===== config.mk =====
export PLATFORM = sky130hd
export DESIGN_NAME = paddle_renderer_flat
export DESIGN_NICKNAME = d
export VERILOG_FILES = /design/src/rtl/paddle_renderer_pkg.sv /design/src/rtl/paddle_renderer_if.sv /design/src/rtl/paddle_renderer_rect_scanner.sv /design/src/rtl/paddle_renderer.sv /design/src/flat_wrapper.sv
export SDC_FILE = /design/constraint.sdc
export NUM_CORES = 1
export LEC_CHECK = 0
export BUFFER_PORTS_ARGS = -buffer_cell sky130_fd_sc_hd__buf_2
export CAP_MARGIN = 20
export CORE_MARGIN = 5
export CORE_UTILIZATION = 40
export DETAILED_ROUTE_END_ITERATION = 6
export PLACE_DENSITY_LB_ADDON = 0.12
export SLEW_MARGIN = 20
export SYNTH_ARGS = -nofsm -noshare
export SYNTH_HDL_FRONTEND = slang
export SYNTH_SLANG_ARGS = --single-unit

===== constraint.sdc =====
create_clock -name clk -period 4.5 [get_ports clk]
set_input_delay 0.675 -clock clk [delete_from_list [all_inputs] [get_ports clk]]
set_output_delay 0.675 -clock clk [all_outputs]
set_load 0.02 [all_outputs]

===== src/rtl/paddle_renderer_pkg.sv =====
// Shared types for the paddle renderer: FSM encoding, colour width and move decoding.
package paddle_renderer_pkg;

    localparam int unsigned COLOUR_W = 3;

    typedef enum logic [1:0] {StIdle, StErase, StDraw, StDone} state_e;

    typedef enum logic [1:0] {MoveHold, MoveLeft, MoveRight} move_e;

    // Both directions at once, or no movement tick, means the paddle holds.
    function automatic move_e decode_move(logic left, logic right, logic enable);
        if (!enable || (left == right)) return MoveHold;
        return left ? MoveLeft : MoveRight;
    endfunction

endpackage


===== src/rtl/paddle_renderer_if.sv =====
// Control inputs and pixel-write bus between game control, the renderer and the VGA arbiter.
interface paddle_renderer_if
    import paddle_renderer_pkg::*;
#(
    parameter int unsigned X_W = 10
) ();

    logic                left;
    logic                right;
    logic                enable;
    logic                draw;
    logic [X_W-1:0]      x;
    logic [X_W-1:0]      y;
    logic [COLOUR_W-1:0] colour;
    logic                writeEn;
    logic                busy;
    logic                done;
    logic [X_W-1:0]      pos_x;

    modport master (
        output left, right, enable, draw,
        input  x, y, colour, writeEn, busy, done, pos_x
    );

    modport slave (
        input  left, right, enable, draw,
        output x, y, colour, writeEn, busy, done, pos_x
    );

endinterface


===== src/rtl/paddle_renderer_rect_scanner.sv =====
// Row-major PLAT_W x PLAT_H rectangle scanner (qx fastest); shared with the brick eraser.
module paddle_renderer_rect_scanner #(
    parameter int unsigned PLAT_W = 20,
    parameter int unsigned PLAT_H = 2,
    parameter int unsigned QX_W   = (PLAT_W > 1) ? $clog2(PLAT_W) : 1,
    parameter int unsigned QY_W   = (PLAT_H > 1) ? $clog2(PLAT_H) : 1
) (
    input  logic            clk,
    input  logic            resetn,
    input  logic            start,
    input  logic            clear,
    input  logic            advance,
    output logic [QX_W-1:0] qx,
    output logic [QY_W-1:0] qy,
    output logic            last
);

    localparam logic [QX_W-1:0] QxLast = QX_W'(PLAT_W - 1);
    localparam logic [QY_W-1:0] QyLast = QY_W'(PLAT_H - 1);

    logic [QX_W-1:0] qx_q;
    logic [QY_W-1:0] qy_q;

    assign last = (qx_q == QxLast) && (qy_q == QyLast);
    assign qx   = qx_q;
    assign qy   = qy_q;

    always_ff @(posedge clk) begin
        if (!resetn || start || clear) begin
            qx_q <= '0;
            qy_q <= '0;
        end else if (advance) begin
            if (qx_q == QxLast) begin
                qx_q <= '0;
                qy_q <= last ? '0 : qy_q + QY_W'(1);
            end else begin
                qx_q <= qx_q + QX_W'(1);
            end
        end
    end

endmodule


===== src/rtl/paddle_renderer.sv =====
// Paddle position tracker and erase-then-draw pixel sequencer feeding the VGA write arbiter.
module paddle_renderer
    import paddle_renderer_pkg::*;
#(
    parameter int unsigned         X_W       = 10,
    parameter int unsigned         PLAT_W    = 20,
    parameter int unsigned         PLAT_H    = 2,
    parameter int unsigned         SPEED     = 1,
    parameter int unsigned         X_MIN     = 0,
    parameter int unsigned         X_MAX     = 159,
    parameter int unsigned         X_INIT    = 32,
    parameter int unsigned         Y_POS     = 110,
    parameter logic [COLOUR_W-1:0] FG_COLOUR = 3'b100,
    parameter logic [COLOUR_W-1:0] BG_COLOUR = 3'b000
) (
    input  logic               clk,
    input  logic               resetn,
    paddle_renderer_if.slave   bus
);

    localparam int unsigned QX_W = (PLAT_W > 1) ? $clog2(PLAT_W) : 1;
    localparam int unsigned QY_W = (PLAT_H > 1) ? $clog2(PLAT_H) : 1;

    localparam logic [X_W:0] SpeedExt = (X_W + 1)'(SPEED);
    localparam logic [X_W:0] XMinExt  = (X_W + 1)'(X_MIN);
    localparam logic [X_W:0] XMaxBase = (X_W + 1)'(X_MAX - PLAT_W + 1);

    state_e          state_q, state_d;
    logic [X_W-1:0]  pos_x_q, pos_x_d;
    logic [X_W-1:0]  draw_x_q, draw_x_d;
    logic [X_W-1:0]  drawn_x_q, drawn_x_d;
    logic            drawn_valid_q, drawn_valid_d;

    logic            scan_start, scan_clear, scan_advance, scan_last;
    logic [QX_W-1:0] qx;
    logic [QY_W-1:0] qy;
    logic [X_W-1:0]  base_x;
    logic [X_W:0]    pos_ext, pos_dec, pos_inc;

    paddle_renderer_rect_scanner #(
        .PLAT_W (PLAT_W),
        .PLAT_H (PLAT_H)
    ) u_scanner (
        .clk     (clk),
        .resetn  (resetn),
        .start   (scan_start),
        .clear   (scan_clear),
        .advance (scan_advance),
        .qx      (qx),
        .qy      (qy),
        .last    (scan_last)
    );

    // One extra bit so a step below zero shows up as a borrow and clamps.
    always_comb begin
        pos_ext = {1'b0, pos_x_q};
        pos_dec = pos_ext - SpeedExt;
        pos_inc = pos_ext + SpeedExt;
    end

    always_comb begin
        state_d       = state_q;
        pos_x_d       = pos_x_q;
        draw_x_d      = draw_x_q;
        drawn_x_d     = drawn_x_q;
        drawn_valid_d = drawn_valid_q;
        scan_start    = 1'b0;
        scan_clear    = 1'b0;
        scan_advance  = 1'b0;
        base_x        = '0;
        bus.writeEn   = 1'b0;
        bus.colour    = '0;
        bus.done      = 1'b0;

        unique case (state_q)
            StIdle: begin
                // A draw request wins over a same-cycle move; the move is dropped.
                if (bus.draw) begin
                    draw_x_d   = pos_x_q;
                    scan_start = 1'b1;
                    state_d    = (drawn_valid_q && (drawn_x_q != pos_x_q)) ? StErase : StDraw;
                end else begin
                    unique case (decode_move(bus.left, bus.right, bus.enable))
                        MoveLeft: begin
                            pos_x_d = (pos_dec[X_W] || (pos_dec < XMinExt)) ?
                                      XMinExt[X_W-1:0] : pos_dec[X_W-1:0];
                        end
                        MoveRight: begin
                            pos_x_d = (pos_inc > XMaxBase) ? XMaxBase[X_W-1:0] : pos_inc[X_W-1:0];
                        end
                        default: pos_x_d = pos_x_q;
                    endcase
                end
            end
            StErase: begin
                bus.writeEn  = 1'b1;
                bus.colour   = BG_COLOUR;
                base_x       = drawn_x_q;
                scan_advance = 1'b1;
                if (scan_last) begin
                    scan_clear = 1'b1;
                    state_d    = StDraw;
                end
            end
            StDraw: begin
                bus.writeEn  = 1'b1;
                bus.colour   = FG_COLOUR;
                base_x       = draw_x_q;
                scan_advance = 1'b1;
                if (scan_last) begin
                    drawn_x_d     = draw_x_q;
                    drawn_valid_d = 1'b1;
                    state_d       = StDone;
                end
            end
            StDone: begin
                bus.done = 1'b1;
                state_d  = StIdle;
            end
            default: state_d = StIdle;
        endcase
    end

    always_comb begin
        bus.busy  = (state_q != StIdle);
        bus.pos_x = pos_x_q;
        if (bus.writeEn) begin
            bus.x = base_x + X_W'(qx);
            bus.y = X_W'(Y_POS) + X_W'(qy);
        end else begin
            bus.x = '0;
            bus.y = '0;
        end
    end

    always_ff @(posedge clk) begin
        if (!resetn) begin
            state_q       <= StIdle;
            pos_x_q       <= X_W'(X_INIT);
            draw_x_q      <= '0;
            drawn_x_q     <= '0;
            drawn_valid_q <= 1'b0;
        end else begin
            state_q       <= state_d;
            pos_x_q       <= pos_x_d;
            draw_x_q      <= draw_x_d;
            drawn_x_q     <= drawn_x_d;
            drawn_valid_q <= drawn_valid_d;
        end
    end

endmodule


===== src/flat_wrapper.sv =====
// flat-port wrapper written by rule: the top's interface ports become plain ports
module paddle_renderer_flat import paddle_renderer_pkg::*;
#(
    parameter int unsigned         X_W       = 10,
    parameter int unsigned         PLAT_W    = 20,
    parameter int unsigned         PLAT_H    = 2,
    parameter int unsigned         SPEED     = 1,
    parameter int unsigned         X_MIN     = 0,
    parameter int unsigned         X_MAX     = 159,
    parameter int unsigned         X_INIT    = 32,
    parameter int unsigned         Y_POS     = 110,
    parameter logic [COLOUR_W-1:0] FG_COLOUR = 3'b100,
    parameter logic [COLOUR_W-1:0] BG_COLOUR = 3'b000
)
  (clk, resetn, bus_left, bus_right, bus_enable, bus_draw, bus_x, bus_y, bus_colour, bus_writeEn, bus_busy, bus_done, bus_pos_x);
  paddle_renderer_if #(.X_W(X_W)) bus_i ();
  input  logic clk;
  input  logic resetn;
  input wire logic [$bits(bus_i.left)-1:0] bus_left;
  input wire logic [$bits(bus_i.right)-1:0] bus_right;
  input wire logic [$bits(bus_i.enable)-1:0] bus_enable;
  input wire logic [$bits(bus_i.draw)-1:0] bus_draw;
  output wire logic [$bits(bus_i.x)-1:0] bus_x;
  output wire logic [$bits(bus_i.y)-1:0] bus_y;
  output wire logic [$bits(bus_i.colour)-1:0] bus_colour;
  output wire logic [$bits(bus_i.writeEn)-1:0] bus_writeEn;
  output wire logic [$bits(bus_i.busy)-1:0] bus_busy;
  output wire logic [$bits(bus_i.done)-1:0] bus_done;
  output wire logic [$bits(bus_i.pos_x)-1:0] bus_pos_x;
  assign bus_i.left = bus_left;
  assign bus_i.right = bus_right;
  assign bus_i.enable = bus_enable;
  assign bus_i.draw = bus_draw;
  assign bus_x = bus_i.x;
  assign bus_y = bus_i.y;
  assign bus_colour = bus_i.colour;
  assign bus_writeEn = bus_i.writeEn;
  assign bus_busy = bus_i.busy;
  assign bus_done = bus_i.done;
  assign bus_pos_x = bus_i.pos_x;
  paddle_renderer #(.X_W(X_W), .PLAT_W(PLAT_W), .PLAT_H(PLAT_H), .SPEED(SPEED), .X_MIN(X_MIN), .X_MAX(X_MAX), .X_INIT(X_INIT), .Y_POS(Y_POS), .FG_COLOUR(FG_COLOUR), .BG_COLOUR(BG_COLOUR)) u_core (.clk(clk), .resetn(resetn), .bus(bus_i));
endmodule

# After elaboration in Yosys (flattened, before gate mapping)
# Index checks and enable logic that the tools add are counted.
# totals
in_bits	6
register_bits	39
elab_cells	72
# op_classes
order_cmp	2
eq_ne	11
bitwise_logic	1
mux	28
addsub	6
n_reduce_logical	17
# op_table
op	n
two-way mux 10 bit	4
case mux 10 bit (2 select lines)	2
two-way mux 2 bit	9
adder 10 x 1 -> 11 bit (second input constant)	1
greater-than comparator 11 x 8 -> 1 bit (second input constant)	1
less-than comparator 11 x 1 -> 1 bit (second input constant)	1
subtractor 10 x 1 -> 11 bit (second input constant)	1
adder 10 x 5 -> 10 bit	1
two-way mux 1 bit	10
!= test 10 bit	1
adder 7 x 1 -> 8 bit (first input constant)	1
case mux 2 bit (4 select lines)	1
equality test 2 bit (second input constant)	3
!= test 2 bit (second input constant)	3
AND reduction 2 bit	3
AND reduction 3 bit	2
adder 5 x 1 -> 5 bit (second input constant)	1
equality test 5 bit (second input constant)	1
two-way mux 5 bit	1
equality test 2 x 1 -> 1 bit (second input constant)	2
logical OR 1 bit	4
nonzero test 2 bit	2
two-way mux 3 bit	1
logical AND 1 bit	2
6 further kinds	7

# Longest topological paths before layout
# logic_depth
ltp_word	11
depth_mapped	15

# By module
# A second synthesis with hierarchy kept.
# hier_totals
cells_unflattened	371
area_unflattened_um2	2801.4
# modules_own_cells
module	instances	cells_per_inst	area_each_um2	seq_area_each_um2
paddle_renderer	1	339	2493.6	660.6
paddle_renderer_rect_scanner	1	32	307.8	120.1

# Least setup slack after synthesis
# No wires, ideal clock.
# synth_path
kind	reg-to-output
from	register u_core.state_q[0]
to	output bus_x[8]
required_time_ps	3825
n_path_buf	2
slack_ps	567
stages_incl_launch_ff	15
t_arrival_ps	3258
path_cell_list	dfxtp_1 > inv_1 > ha_1 > clkbuf_1 > clkbuf_1 > nor2b_1 > ha_1 > inv_1 > fa_1 > nor2b_1 > o21ai_0 > a21boi_0 > o21ai_0 > nand2b_1 > mux2i_1
# synth_between
elab_chain_len	4
elab_cells_between_ends	7
# synth_lines
element	line_no	text
start, declared	paddle_renderer.sv:28	state_e state_q, state_d;
start signal, assigned	paddle_renderer.sv:138	state_q <= StIdle;
start signal, assigned	paddle_renderer.sv:144	state_q <= state_d;
equality test 2 x 1 -> 1 bit or equality test 2 bit (tied branches)	paddle_renderer.sv:75	unique case (state_q)
OR reduction 2 bit (no source line) *	n/a	
two-way mux 1 bit *	paddle_renderer.sv:75	
net bus_writeEn	flat_wrapper.sv:26	output wire logic [$bits(bus_i.writeEn)-1:0] bus_writeEn;
two-way mux 10 bit *	paddle_renderer.sv:127	if (bus.writeEn) begin
end, declared	flat_wrapper.sv:23	output wire logic [$bits(bus_i.x)-1:0] bus_x;
# Mark *: on every way through the listed nets, which the timed path passes. The rest lies on a longest branch.

# Final worst setup path
# layout_path
from	register u_core.state_q[0]
to	output bus_x[8]
# layout_between
elab_chain_len	4
elab_cells_between_ends	7
# layout_lines
element	line_no
equality test 2 bit or equality test 2 x 1 -> 1 bit (tied branches)	paddle_renderer.sv:75
case mux 10 bit (2 select lines) or OR reduction 2 bit (tied branches)	n/a
adder 10 x 5 -> 10 bit or two-way mux 1 bit (tied branches)	paddle_renderer.sv:128, paddle_renderer.sv:75
two-way mux 10 bit *	paddle_renderer.sv:127
# Mark *: on every way between the ends. The rest lies on a longest branch, timed or not.

==> summary.txt <==
Detailed routing
  • Vias/cell: 5.38
  • Drt first pass iters: 4
  • Wire length after detailed routing: 7070 um
  • DRC viols: 0
  • Mean routed wirelength per cell: approximately 15 um
  • DRC marker count from the first detailed-route iteration: 142
  • Vias: 2494
  • Antenna Nets Post-Route: 0

Synthesis
  • Area contributors post-synth: dfxtp_1 27%, ha_1 5.7%, nand2_1 5.5%
  • Synth Instances: 358
  • Number of synthesized flops with an enable pin: 0
  • Synth cell types: between 50 and 60
  • FFs w/ async S/R, synth: 0
  • Post-synth top area share: 0.273
  • Synthesized flop and latch total: 39
  • Post-synthesis sequential area ratio: 0.273
  • Avg Cell Area, Syn: 8.00 um^2
  • Cell taking the most area after synthesis: dfxtp_1
  • Most used DFF post-synth: dfxtp_1
  • Synth Cell Area: about 2900 um^2
  • Yosys warns: 0

Die
  • Die ar.: 8950 um^2
  • Initial Util: 0.417
  • Die width: 94.6 um
  • Die span in y: approximately 95 um
  • CORE AREA: 6870 um^2
  • Site Rows: 30
  • # IOs: 42

Setup path
  • CP startpoint: u_core.state_q[0]
  • Critical path launch point type: flop
  • WS Path Type: reg2out
  • Peak fanout along the critical path: 15
  • Nature of the critical path endpoint: output port
  • Worst EP arrival: 3370 ps
  • Required @ worst endpoint: 3830 ps
  • R2r startpoint: u_core.state_q[0]
  • R2R setup slack: 2040 ps

Clock tree
  • Num CTS Buffers: 5
  • Clock Sinks: 39
  • CTS tree: done
  • Htree depth: 2
  • # resized after CTS: 0
  • Worst skew pair latency: 290 ps
  • Max clock buf depth: 2
  • Clock-pin slew on the worst setup and hold paths: 80 ps
  • Root Buffer: clkbuf_8
  • Total setup buffers inserted after CTS: 0
  • Post-CTS Hold Fix Bufs: 0

Timing
  • F_max: 0.247 GHz
  • Slew margin rel.: 0.515
  • Setup TNS: 0 ps
  • Worst setup margin: 451 ps
  • Clk_skew: 6.07 ps
  • Worst slew pin tran: between 700 and 800 ps
  • Final Cycle Share: 0.900
  • Tmin final: a little over 4000 ps
  • Final setup violation count: 0
  • RSZ-0062 raised after global routing: false
  • Fin. Hold Viols: 0
  • Hold Slack: 465 ps
  • Final Max Slew Viols: 0

GRT
  • Overall Global Routing Usage: 0.164
  • Total global routing overflow: 0
  • Initial antenna violation count: 0
  • Largest net degree at the start of global routing: 38
  • Vias in the first global route: ~2200
  • First-pass GRT wire length: 11700 um

Finish
  • P&R area growth vs syn: 6.82%
  • Share of layout cells above drive strength 1: 0.136
  • Final nets: ~390
  • Number of diodes: 0
  • Most common cell after layout, fill and taps aside: nand2_1
  • Finished Core Util: 0.445
  • Most frequent cells in the layout: 42 x nand2_1, 39 x dfxtp_1, 35 x buf_2, 20 x nor2b_1, 19 x nor2_1

Power
  • Power Dens Cells: between 400 and 500 nW/um^2
  • Peak supply drop: 0.000166 V
  • Leak Pwr: 1.31 nW

Worst hold path
  • Worst hold start: u_core.drawn_valid_q
  • Hold crit path type: reg2reg

Place
  • GPL Wtd Cong: 0.826
  • Dpl ws: approximately 810 ps
  • Post-DP HPWL: about 5000 um
  • I/O Buffers: 35

Flow run
  • Total of max-cap violations: 0

Run status
  • Status: finished clean
-- kinds of logic (layout without fill, tap and decap cells) --
kind of cell,count (synthesis),after routing,synth area share
simple gates,138,138,0.259
compound gates,82,82,0.209
buf+inv,51,56,0.0882
flops,39,39,0.273
xor+xnor,21,21,0.0642
fa+ha+maj,14,14,0.0638
mux,12,12,0.0419
other cells,1,6,0.00131
-- routing by layer --
metal,GRT usage,wire (um),share of wire
met1,0.245,3650,0.52
met3,0.0343,293,0.041
met5,0,0,0
met2,0.241,3050,0.43
met4,0.0361,70,0.0099
-- cell type report --
cell class | instances | area, um^2
clock buffer | 7 | 76.3
clock inverter | 1 | 5.00
fill | 723 | 3810
inverter | 12 | 45.0
multi-input combinational | 273 | 1850
sequential | 39 | 781
tap | 96 | 120
timing repair buffer | 36 | 183
-- stage by stage --
step | total power, W | instance area [um^2] | std cells
after floorplan | 0.000928 | 2880 | 363
after global placement | 0.00102 | 2980 | 456
after detailed placement | 0.00102 | 2980 | 456
after CTS | 0.00126 | 3060 | 464
after global routing | 0.00134 | 3060 | 464
final | 0.00125 | 3060 | 464
-- cells in the mapped netlist (2+ instances only) --
| cell type | n |
|---|---|
| a211oi_1 | 3 |
| a21boi_0 | 12 |
| a21o_1 | 6 |
| a21oi_1 | 8 |
| a221oi_1 | 2 |
| a22o_1 | 4 |
| a22oi_1 | 9 |
| a311oi_1 | 2 |
| a31oi_1 | 2 |
| a32o_1 | 3 |
| and2_1 | 7 |
| and3_1 | 8 |
| buf_2 | 7 |
| buf_4 | 12 |
| clkbuf_1 | 18 |
| dfxtp_1 | 39 |
| ha_1 | 13 |
| inv_1 | 12 |
| mux2i_1 | 12 |
| nand2_1 | 42 |
| nand2b_1 | 2 |
| nand3_1 | 7 |
| nand4_1 | 4 |
| nor2_1 | 19 |
| nor2b_1 | 20 |
| nor3_1 | 8 |
| nor3b_1 | 4 |
| nor4_1 | 4 |
| o2111ai_1 | 2 |
| o211ai_1 | 2 |
| o21a_1 | 2 |
| o21ai_0 | 13 |
| o21ai_1 | 2 |
| o221a_1 | 2 |
| o31ai_1 | 2 |
| or3_4 | 2 |
| xnor2_1 | 7 |
| xor2_1 | 14 |
-- report_power, final --
| part | switching (W) | internal, W | leakage [nW] |
|---|---|---|---|
| Sequential | 0.0000524 | 0.000373 | 0.316 |
| Combinational | 0.000380 | 0.000207 | 0.953 |
| Clock | 0.000127 | 0.000109 | 0.0422 |
| Total | 0.000559 | 0.000689 | 1.31 |
-- worst paths after layout --
kind,end,depth (start not counted)
max reg2reg,u_core.bus.pos_x[5],8
min reg2reg,u_core.drawn_valid_q,2
max,bus_x[8],14
min,u_core.drawn_valid_q,2
-- critical path: stages, from the launching register on --
cell,delay (ps)
dfxtp_1,360
inv_1,110
ha_1,500
a22oi_1,170
nor2b_1,140
ha_1,170
inv_1,60
fa_1,370
nor2b_1,160
o21ai_0,120
a21boi_0,260
o21ai_0,150
nand2b_1,190
mux2i_1,140
buf_2,190
-- registers in the layout, summed over array words and instances (netlist names) --
| signal | flops |
|---|---|
| u_core.state_q | 2 |
| u_core.bus.pos_x | 10 |
| u_core.drawn_valid_q | 1 |
| u_core.u_scanner.qy | 1 |
| u_core.drawn_x_q | 10 |
| u_core.draw_x_q | 10 |
| u_core.u_scanner.qx | 5 |
(Power assumes the default switching activity.)
